### config.mk
export PLATFORM = sky130hd
export DESIGN_NAME = id_ex_stage
export DESIGN_NICKNAME = d
export VERILOG_FILES = /design/src/rtl/id_ex_stage_pkg.sv /design/src/rtl/id_ex_stage_hazard.sv /design/src/rtl/id_ex_stage.sv
export SDC_FILE = /design/constraint.sdc
export NUM_CORES = 1
export LEC_CHECK = 0
export CORE_AREA = 2 2 149 151
export DETAILED_ROUTE_END_ITERATION = 8
export DIE_AREA = 0 0 151 153
export GPL_TIMING_DRIVEN = 0
export PLACE_DENSITY = 0.66
export SETUP_SLACK_MARGIN = 0.02
export SLEW_MARGIN = 40
export SYNTH_ARGS = -nofsm -noshare
export SYNTH_HDL_FRONTEND = slang
export SYNTH_SLANG_ARGS = --single-unit
### constraint.sdc
create_clock -name clk -period 6.2 [get_ports clk]
set_input_delay 1.86 -clock clk [delete_from_list [all_inputs] [get_ports clk]]
set_output_delay 1.86 -clock clk [all_outputs]
set_load 0.01 [all_outputs]
### src/rtl/id_ex_stage_pkg.sv
// Shared pipeline definitions: datapath width, ALU operation codes and the
// decode-to-execute control bundle carried across the ID/EX register.
package id_ex_stage_pkg;

  localparam int XLEN = 32;
  localparam int REGW = 5;

  typedef enum logic [2:0] {
    ALU_ADD = 3'b000,
    ALU_SUB = 3'b001,
    ALU_AND = 3'b010,
    ALU_OR  = 3'b011,
    ALU_SLT = 3'b101
  } alu_op_e;

  typedef struct packed {
    logic       reg_write;
    logic       alu_src;
    logic       mem_write;
    logic       result_src;
    logic       branch;
    logic [2:0] alu_ctrl;
  } ctrl_de_t;

endpackage

### src/rtl/id_ex_stage_hazard.sv
// Load-use hazard detection between the load sitting in EX and the
// instruction being decoded; kept separate so forwarding can grow here.
module hazard_unit
  import id_ex_stage_pkg::*;
(
  input  logic            i_valid_e,
  input  logic            i_result_src_e,
  input  logic [REGW-1:0] i_rd_e,
  input  logic [REGW-1:0] i_rs1_d,
  input  logic [REGW-1:0] i_rs2_d,
  output logic            o_lw_stall
);

  logic w_rd_nonzero;
  logic w_src_match;

  // x0 is hard-wired to zero, so a load into it can never create a hazard.
  assign w_rd_nonzero = (i_rd_e != '0);
  assign w_src_match  = (i_rd_e == i_rs1_d) || (i_rd_e == i_rs2_d);
  assign o_lw_stall   = i_valid_e && i_result_src_e && w_rd_nonzero && w_src_match;

endmodule

### src/rtl/id_ex_stage.sv
// ID/EX pipeline register with load-use stall and branch-flush bubble
// insertion, plus a saturating count of bubbles inserted.
module id_ex_stage
#(
  parameter int XLEN = id_ex_stage_pkg::XLEN,
  parameter int CNTW = 16
)(
  input  logic            clk,
  input  logic            rst,
  input  logic            reg_write_d,
  input  logic            alu_src_d,
  input  logic            mem_write_d,
  input  logic            result_src_d,
  input  logic            branch_d,
  input  logic [2:0]      alu_ctrl_d,
  input  logic [XLEN-1:0] rd1_d,
  input  logic [XLEN-1:0] rd2_d,
  input  logic [XLEN-1:0] imm_ext_d,
  input  logic [XLEN-1:0] pc_d,
  input  logic [XLEN-1:0] pc_plus4_d,
  input  logic [4:0]      rs1_d,
  input  logic [4:0]      rs2_d,
  input  logic [4:0]      rd_d,
  input  logic            flush_e,
  output logic            reg_write_e,
  output logic            alu_src_e,
  output logic            mem_write_e,
  output logic            result_src_e,
  output logic            branch_e,
  output logic            valid_e,
  output logic [2:0]      alu_ctrl_e,
  output logic [XLEN-1:0] rd1_e,
  output logic [XLEN-1:0] rd2_e,
  output logic [XLEN-1:0] imm_ext_e,
  output logic [XLEN-1:0] pc_e,
  output logic [XLEN-1:0] pc_plus4_e,
  output logic [4:0]      rs1_e,
  output logic [4:0]      rs2_e,
  output logic [4:0]      rd_e,
  output logic            stall_f,
  output logic            stall_d,
  output logic [CNTW-1:0] bubble_cnt
);

  import id_ex_stage_pkg::*;

  ctrl_de_t        w_ctrl_d;
  logic            w_lw_stall;
  logic            w_bubble;

  ctrl_de_t        r_ctrl;
  logic            r_valid;
  logic [XLEN-1:0] r_rd1;
  logic [XLEN-1:0] r_rd2;
  logic [XLEN-1:0] r_imm_ext;
  logic [XLEN-1:0] r_pc;
  logic [XLEN-1:0] r_pc_plus4;
  logic [4:0]      r_rs1;
  logic [4:0]      r_rs2;
  logic [4:0]      r_rd;
  logic [CNTW-1:0] r_bubble_cnt;

  assign w_ctrl_d = '{
    reg_write:  reg_write_d,
    alu_src:    alu_src_d,
    mem_write:  mem_write_d,
    result_src: result_src_d,
    branch:     branch_d,
    alu_ctrl:   alu_ctrl_d
  };

  hazard_unit u_hazard (
    .i_valid_e      (r_valid),
    .i_result_src_e (r_ctrl.result_src),
    .i_rd_e         (r_rd),
    .i_rs1_d        (rs1_d),
    .i_rs2_d        (rs2_d),
    .o_lw_stall     (w_lw_stall)
  );

  // A flush and a stall on the same edge collapse into a single bubble.
  assign w_bubble = flush_e || w_lw_stall;

  always_ff @(posedge clk) begin
    if (rst || w_bubble) begin
      r_ctrl     <= '0;
      r_valid    <= 1'b0;
      r_rd1      <= '0;
      r_rd2      <= '0;
      r_imm_ext  <= '0;
      r_pc       <= '0;
      r_pc_plus4 <= '0;
      r_rs1      <= '0;
      r_rs2      <= '0;
      r_rd       <= '0;
    end else begin
      r_ctrl     <= w_ctrl_d;
      r_valid    <= 1'b1;
      r_rd1      <= rd1_d;
      r_rd2      <= rd2_d;
      r_imm_ext  <= imm_ext_d;
      r_pc       <= pc_d;
      r_pc_plus4 <= pc_plus4_d;
      r_rs1      <= rs1_d;
      r_rs2      <= rs2_d;
      r_rd       <= rd_d;
    end
  end

  // Reset is not a bubble; the counter sticks at all-ones once reached.
  always_ff @(posedge clk) begin
    if (rst) begin
      r_bubble_cnt <= '0;
    end else if (w_bubble && (r_bubble_cnt != {CNTW{1'b1}})) begin
      r_bubble_cnt <= r_bubble_cnt + CNTW'(1);
    end
  end

  assign reg_write_e  = r_ctrl.reg_write;
  assign alu_src_e    = r_ctrl.alu_src;
  assign mem_write_e  = r_ctrl.mem_write;
  assign result_src_e = r_ctrl.result_src;
  assign branch_e     = r_ctrl.branch;
  assign alu_ctrl_e   = r_ctrl.alu_ctrl;
  assign valid_e      = r_valid;
  assign rd1_e        = r_rd1;
  assign rd2_e        = r_rd2;
  assign imm_ext_e    = r_imm_ext;
  assign pc_e         = r_pc;
  assign pc_plus4_e   = r_pc_plus4;
  assign rs1_e        = r_rs1;
  assign rs2_e        = r_rs2;
  assign rd_e         = r_rd;
  assign stall_f      = w_lw_stall;
  assign stall_d      = w_lw_stall;
  assign bubble_cnt   = r_bubble_cnt;

endmodule
Word-level counts from Yosys, hierarchy flattened
Cells that the tools add are included.

Add/subtract/negate cells: 1. Reduce and logical (&&, ||, !) cells: 8. Multiplexer cells: 1. Equality and inequality tests: 3.

Operators by type and width (number): adder 16 x 1 -> 16 bit (second input constant) (1); != test 16 bit (second input constant) (1); equality test 5 bit (2); nonzero test 5 bit (1); logical AND 1 bit (4); logical OR 1 bit (3); 2-to-1 mux 1 bit (1).

Bits in registers: 200. Word-level logic and storage cells: 29. Output and inout port bits: 202. Bits of input ports: 186.

Depth between registers and ports, before layout
Gate-level depths: netlist (run 1).

Depth after elaboration: 6. Gate-level depth with buffers: 8.

By module
From an unflattened synthesis (run 1), not the netlist that was laid out.

Cells, all modules: 504. Area total of the unflattened synthesis: 5909.4 um^2.

Modules (own cells, without submodules): id_ex_stage (area each 5776.8 um^2, cells each 487, seq. area each 4003.8 um^2, instances 1); hazard_unit (area each 132.6 um^2, cells each 17, seq. area each 0.0 um^2, instances 1).

Worst setup path before layout (run 1)
No wires, ideal clock.

Path type: input to output. From: in rs1_d[2]. To: out stall_f. Arrival time: 2707 ps. Path buffers: 1. Stages on the path: 5. Slack: 1633 ps. Data required time: 4340 ps. Cells stage by stage: xor2_1 -> nor3_2 -> a22oi_2 -> nor2_1 -> buf_4.

Word-level cells in the longest chain between the ends: 3.

RTL lines: from (decl) (RTL line id_ex_stage.sv:21) `input logic [4:0] rs1_d,`; equality test 5 bit (RTL line id_ex_stage_hazard.sv:19) `assign w_src_match = (i_rd_e == i_rs1_d) || (i_rd_e == i_rs2_d);`; logical OR 1 bit (RTL line id_ex_stage_hazard.sv:19); logical AND 1 bit (RTL line id_ex_stage_hazard.sv:20) `assign o_lw_stall = i_valid_e && i_result_src_e && w_rd_nonzero && w_src_match;`; to (decl) (RTL line id_ex_stage.sv:40) `output logic stall_f,`.

No other way between the ends.

Worst setup path in the final report (run 1)
From: in rs1_d[3]. To: out stall_f.

Same word-level chain as after synthesis.

==> results of run 1 <==
==> placed cells by master (no fill, tap or decap), drive strengths merged <==
| cell type | instances |
|---|---|
| and4 | 2 |
| nor2b | 3 |
| diode | 1 |
| a22oi | 1 |
| or4 | 5 |
| nand4 | 5 |
| o311ai | 1 |
| o21ba | 1 |
| clkdlybuf4s50 | 387 |
| o21bai | 2 |
| xnor2 | 1 |
| buf | 21 |
| o311a | 1 |
| o21ai | 4 |
| bufinv | 1 |
| a21o | 2 |
| dfxtp | 200 |
| clkbuf | 41 |
| and3 | 186 |
| nor2 | 10 |
| o41ai | 2 |
| mux2 | 3 |
| xor2 | 10 |
| a21oi | 9 |
| or3 | 2 |
| o31ai | 5 |
| nand3 | 8 |
| mux2i | 1 |
| nand3b | 2 |
| inv | 12 |
| nor3 | 4 |
| ha | 1 |
| clkinv | 6 |
| nand2 | 4 |
| or2 | 1 |
| o211ai | 1 |
==> power breakdown <==
group / internal, W / switching [W] / total [W] / leakage [nW]
Combinational: 0.000228 / 0.000124 / 0.000352 / 2.86
Clock: 0.000590 / 0.000568 / 0.00116 / 0.304
Sequential: 0.00133 / 0.0000167 / 0.00135 / 1.64
Total: 0.00215 / 0.000709 / 0.00286 / 4.80
==> stage by stage <==
step | instance area (um^2) | power (W)
finish | 11000 | 0.00286
global route | 11000 | 0.00298
CTS | 11000 | 0.00290
detailed placement | 10400 | 0.00174
global placement | 10400 | 0.00173
floorplan | 6180 | 0.00149
==> per-layer routing <==
metal | routed length [um] | GRT usage | share of wire | up-vias
met5 | 0 | 0 | 0 | -
met3 | 1740 | 0.0570 | 0.080 | 25
li1 | - | - | - | 2651
met4 | 446 | 0.0641 | 0.020 | 0
met1 | 9020 | 0.226 | 0.41 | 2475
met2 | 10600 | 0.309 | 0.49 | 227
==> worst register-to-register path: stages, from the launching register on <==
cell     delay [ps]
dfxtp_1         420
ha_1            230
and3_1          250
nand4_1         300
nor2_2          390
o31ai_4         150
and4_1          240
mux2_1          300
==> final cells by class <==
cell class,count,share of cell area
Buffer,45,0.0333
Sequential cell,200,0.363
Timing Repair Buffer,387,0.351
Clock buffer,17,0.0386
Tap cell,280,0.0318
Clock inverter,15,0.0178
Inverter,4,0.00136
Antenna cell,1,0.000227
Multi-Input combinational cell,277,0.163
==> state kept, by name, summed over array words and instances, names as in the netlist, 3 cells and up <==
| name | count |
|---|---|
| alu_ctrl_e | 3 |
| bubble_cnt | 16 |
| imm_ext_e | 32 |
| pc_e | 32 |
| pc_plus4_e | 32 |
| rd1_e | 32 |
| rd2_e | 32 |
| rd_e | 5 |
| rs1_e | 5 |
| rs2_e | 5 |
==> cells by family (layout without fill, tap and decap cells) <==
family                     Yosys count  count (layout)  synth area share
and+or+nand+nor                    232             232             0.231
DFF                                200             200             0.647
buffers and inverters               49             468            0.0619
AOI/OAI and AO/OA                   29              29            0.0352
xor gates and xnor gates            11              11            0.0156
muxes                                4               4           0.00708
adders and majority gates            1               1           0.00202
other                                0               1                 0
==> worst paths after layout <==
check / startpoint / depth (start not counted) / slack, ps / to
setup / recovery: rs1_d[3] / 7 / 500 / stall_f
hold / removal: bubble_cnt[11]$_SDFFE_PP0P_ / 2 / 540 / bubble_cnt[11]$_SDFFE_PP0P_
setup reg to reg: bubble_cnt[0]$_SDFFE_PP0P_ / 7 / 3820 / bubble_cnt[6]$_SDFFE_PP0P_
hold reg to reg: bubble_cnt[11]$_SDFFE_PP0P_ / 2 / 540 / bubble_cnt[11]$_SDFFE_PP0P_
==> run_results.csv, run 1 <==
group,metric,value,unit
setup_path,max_stage_delay,500,ps
global_route,grt_pass1_vias,5316,
floorplanning,die_area,0.0231,mm^2
setup_path,crit_chain,"clkdlybuf4s50_1 -> xor2_1 -> nor2_1 -> a22oi_2 -> nor2_1 -> buf_4 -> clkdlybuf4s50_1",
layout,multi_input_area,0.00180,mm^2
logic_synthesis,syn_nets,713,
cts,post_cts_buffers,0,
logic_synthesis,synth.area.top_cells,"dfxtp_1, and3_1, buf_8, buf_6, xor2_1",
layout,seq_area,0.00400,mm^2
logic_synthesis,synth_seq_cells,200,
sta,period_needed,5700,ps
logic_synthesis,syn_inst,526,
floorplanning,ios,388,
layout,fillers,1958,
logic_synthesis,synth_warnings,0,
layout,layout.cells.non_filler,1226,
route,wl,21.9,mm
place,dp_cells,1193,
route,via_per_inst,4.39,
cts,h-tree-depth,4,
sta,fin_crit_sh,0.920,
setup_path,critPathTopFamily,"buffers and inverters",
cts,ctsHoldBuffers,0,
sta,slew_headroom,0.586,
logic_synthesis,ys.flop_type,"dfxtp_1",
place,place.gp.congestion,0.801,
global_route,grt_max_degree,22,
logic_synthesis,synth_edf_count,0,
setup_path,crit_buf_inv,3,
setup_path,crit_slowest_cell,"clkdlybuf4s50_1",
layout,layout.nets,1119,
logic_synthesis,yosysTopAreaCell,"dfxtp_1",
setup_path,path_class,"in2out",
logic_synthesis,synth_seq_area_share,0.647,
route,drc_errors,0,
global_route,grt_pass1_wl,32.1,mm
logic_synthesis,synth_common_cells,"dfxtp_1, and3_1, clkbuf_1, buf_8, xor2_1",
setup_path,cp_data_arrival_time,3840,ps
cts,cts_tree,"built",
cts,clockBufferDepth,2,
cts,cts_root_buf,"clkbuf_16",
cts,cts.repair.resized,0,
power_and_ir_drop,peakVddDrop,0.191,mV
layout,final_core_util,0.514,
setup_path,cp_max_fo,4,
cts,clock_sinks,200,
power_and_ir_drop,powerDensity,259,mW/mm^2
place,dp_slack,543,ps
floorplanning,die_y,153,um
route,drtAntennaViolNets,0,
layout,area_delta_synth_final,78.4,%
worst_hold_path,hold_path.class,"reg2reg",
power_and_ir_drop,leakage,4.80,nW
flow_run,drv_cap,0,
logic_synthesis,netlist.area_leader.share,0.647,
global_route,grt_overflow,0,
logic_synthesis,syn_avg_cell_area,11.8,um^2
floorplanning,row_count,54,
cts,clk_pin_slew,80,ps
logic_synthesis,netlist_area,0.00618,mm^2
sta,hold_violations,0,
global_route,antenna_found_initial,1,
route,detail_route.wl_per_cell,17.8,um
setup_path,critPathCaptureType,"primary output",
sta,maxSlewViolCount,0,
cts,cts_inserted_buffers,17,
place,hpwlAfterDp,17.1,mm
sta,worst_pin_slew,621,ps
sta,setup-tns-final,0,ps
floorplanning,die_w,151,um
sta,clock.fmax,0.175,GHz
logic_synthesis,synth.distinct_cells,41,
route,vias,5378,
layout,drive_gt1_frac,0.0667,
sta,rsz0062_at_grt,"false",
status,status,"finished, final reports clean",
floorplanning,core_area,0.0215,mm^2
route,drt-pass1-iter-count,4,
global_route,grt_usage,0.186,
route,drt-initial-drc-count,220,
sta,setup_violations,0,
setup_path,start_kind,"input pin",
logic_synthesis,async_reset_ff_frac,0,
sta,timing.hold.ws,536,ps
setup_path,required,4340,ps
sta,setup_slack,497,ps
floorplanning,start_util,0.288,
logic_synthesis,synth.most_common_cell,"dfxtp_1",
place,portBuffers,387,
cts,clock_latency,430,ps
sta,fin_skew,16.7,ps
Note: power is estimated with default switching activity, not from simulation.
==> run 2: changes to the inputs <==
--- a/config.mk
+++ b/config.mk
@@ -10,7 +10,7 @@
 export DIE_AREA = 0 0 151 153
 export GPL_TIMING_DRIVEN = 0
 export PLACE_DENSITY = 0.66
-export SETUP_SLACK_MARGIN = 0.02
+export SETUP_SLACK_MARGIN = 0.2
 export SLEW_MARGIN = 40
 export SYNTH_ARGS = -nofsm -noshare
 export SYNTH_HDL_FRONTEND = slang
==> results of run 2 <==
Same layout as run 1: the final DEF is identical, and so are final timing and power.
==> run 3: changes to the inputs <==
==> constraint.sdc (replaced) <==
create_clock -name clk -period 6.6 [get_ports clk]
set_input_delay 1.98 -clock clk [delete_from_list [all_inputs] [get_ports clk]]
set_output_delay 1.98 -clock clk [all_outputs]
set_load 0.01 [all_outputs]
==> results of run 3 <==
Same layout as run 1 (identical final DEF). Status: finished, final reports clean.
Main changes from that run: setup slack after placement 543 ps -> 703 ps; setup slack after layout 497 ps -> 657 ps; register-to-register setup slack 3820 ps -> 4220 ps; total power 0.00286 W -> 0.00269 W; worst IR drop on VDD 0.191 mV -> 0.179 mV
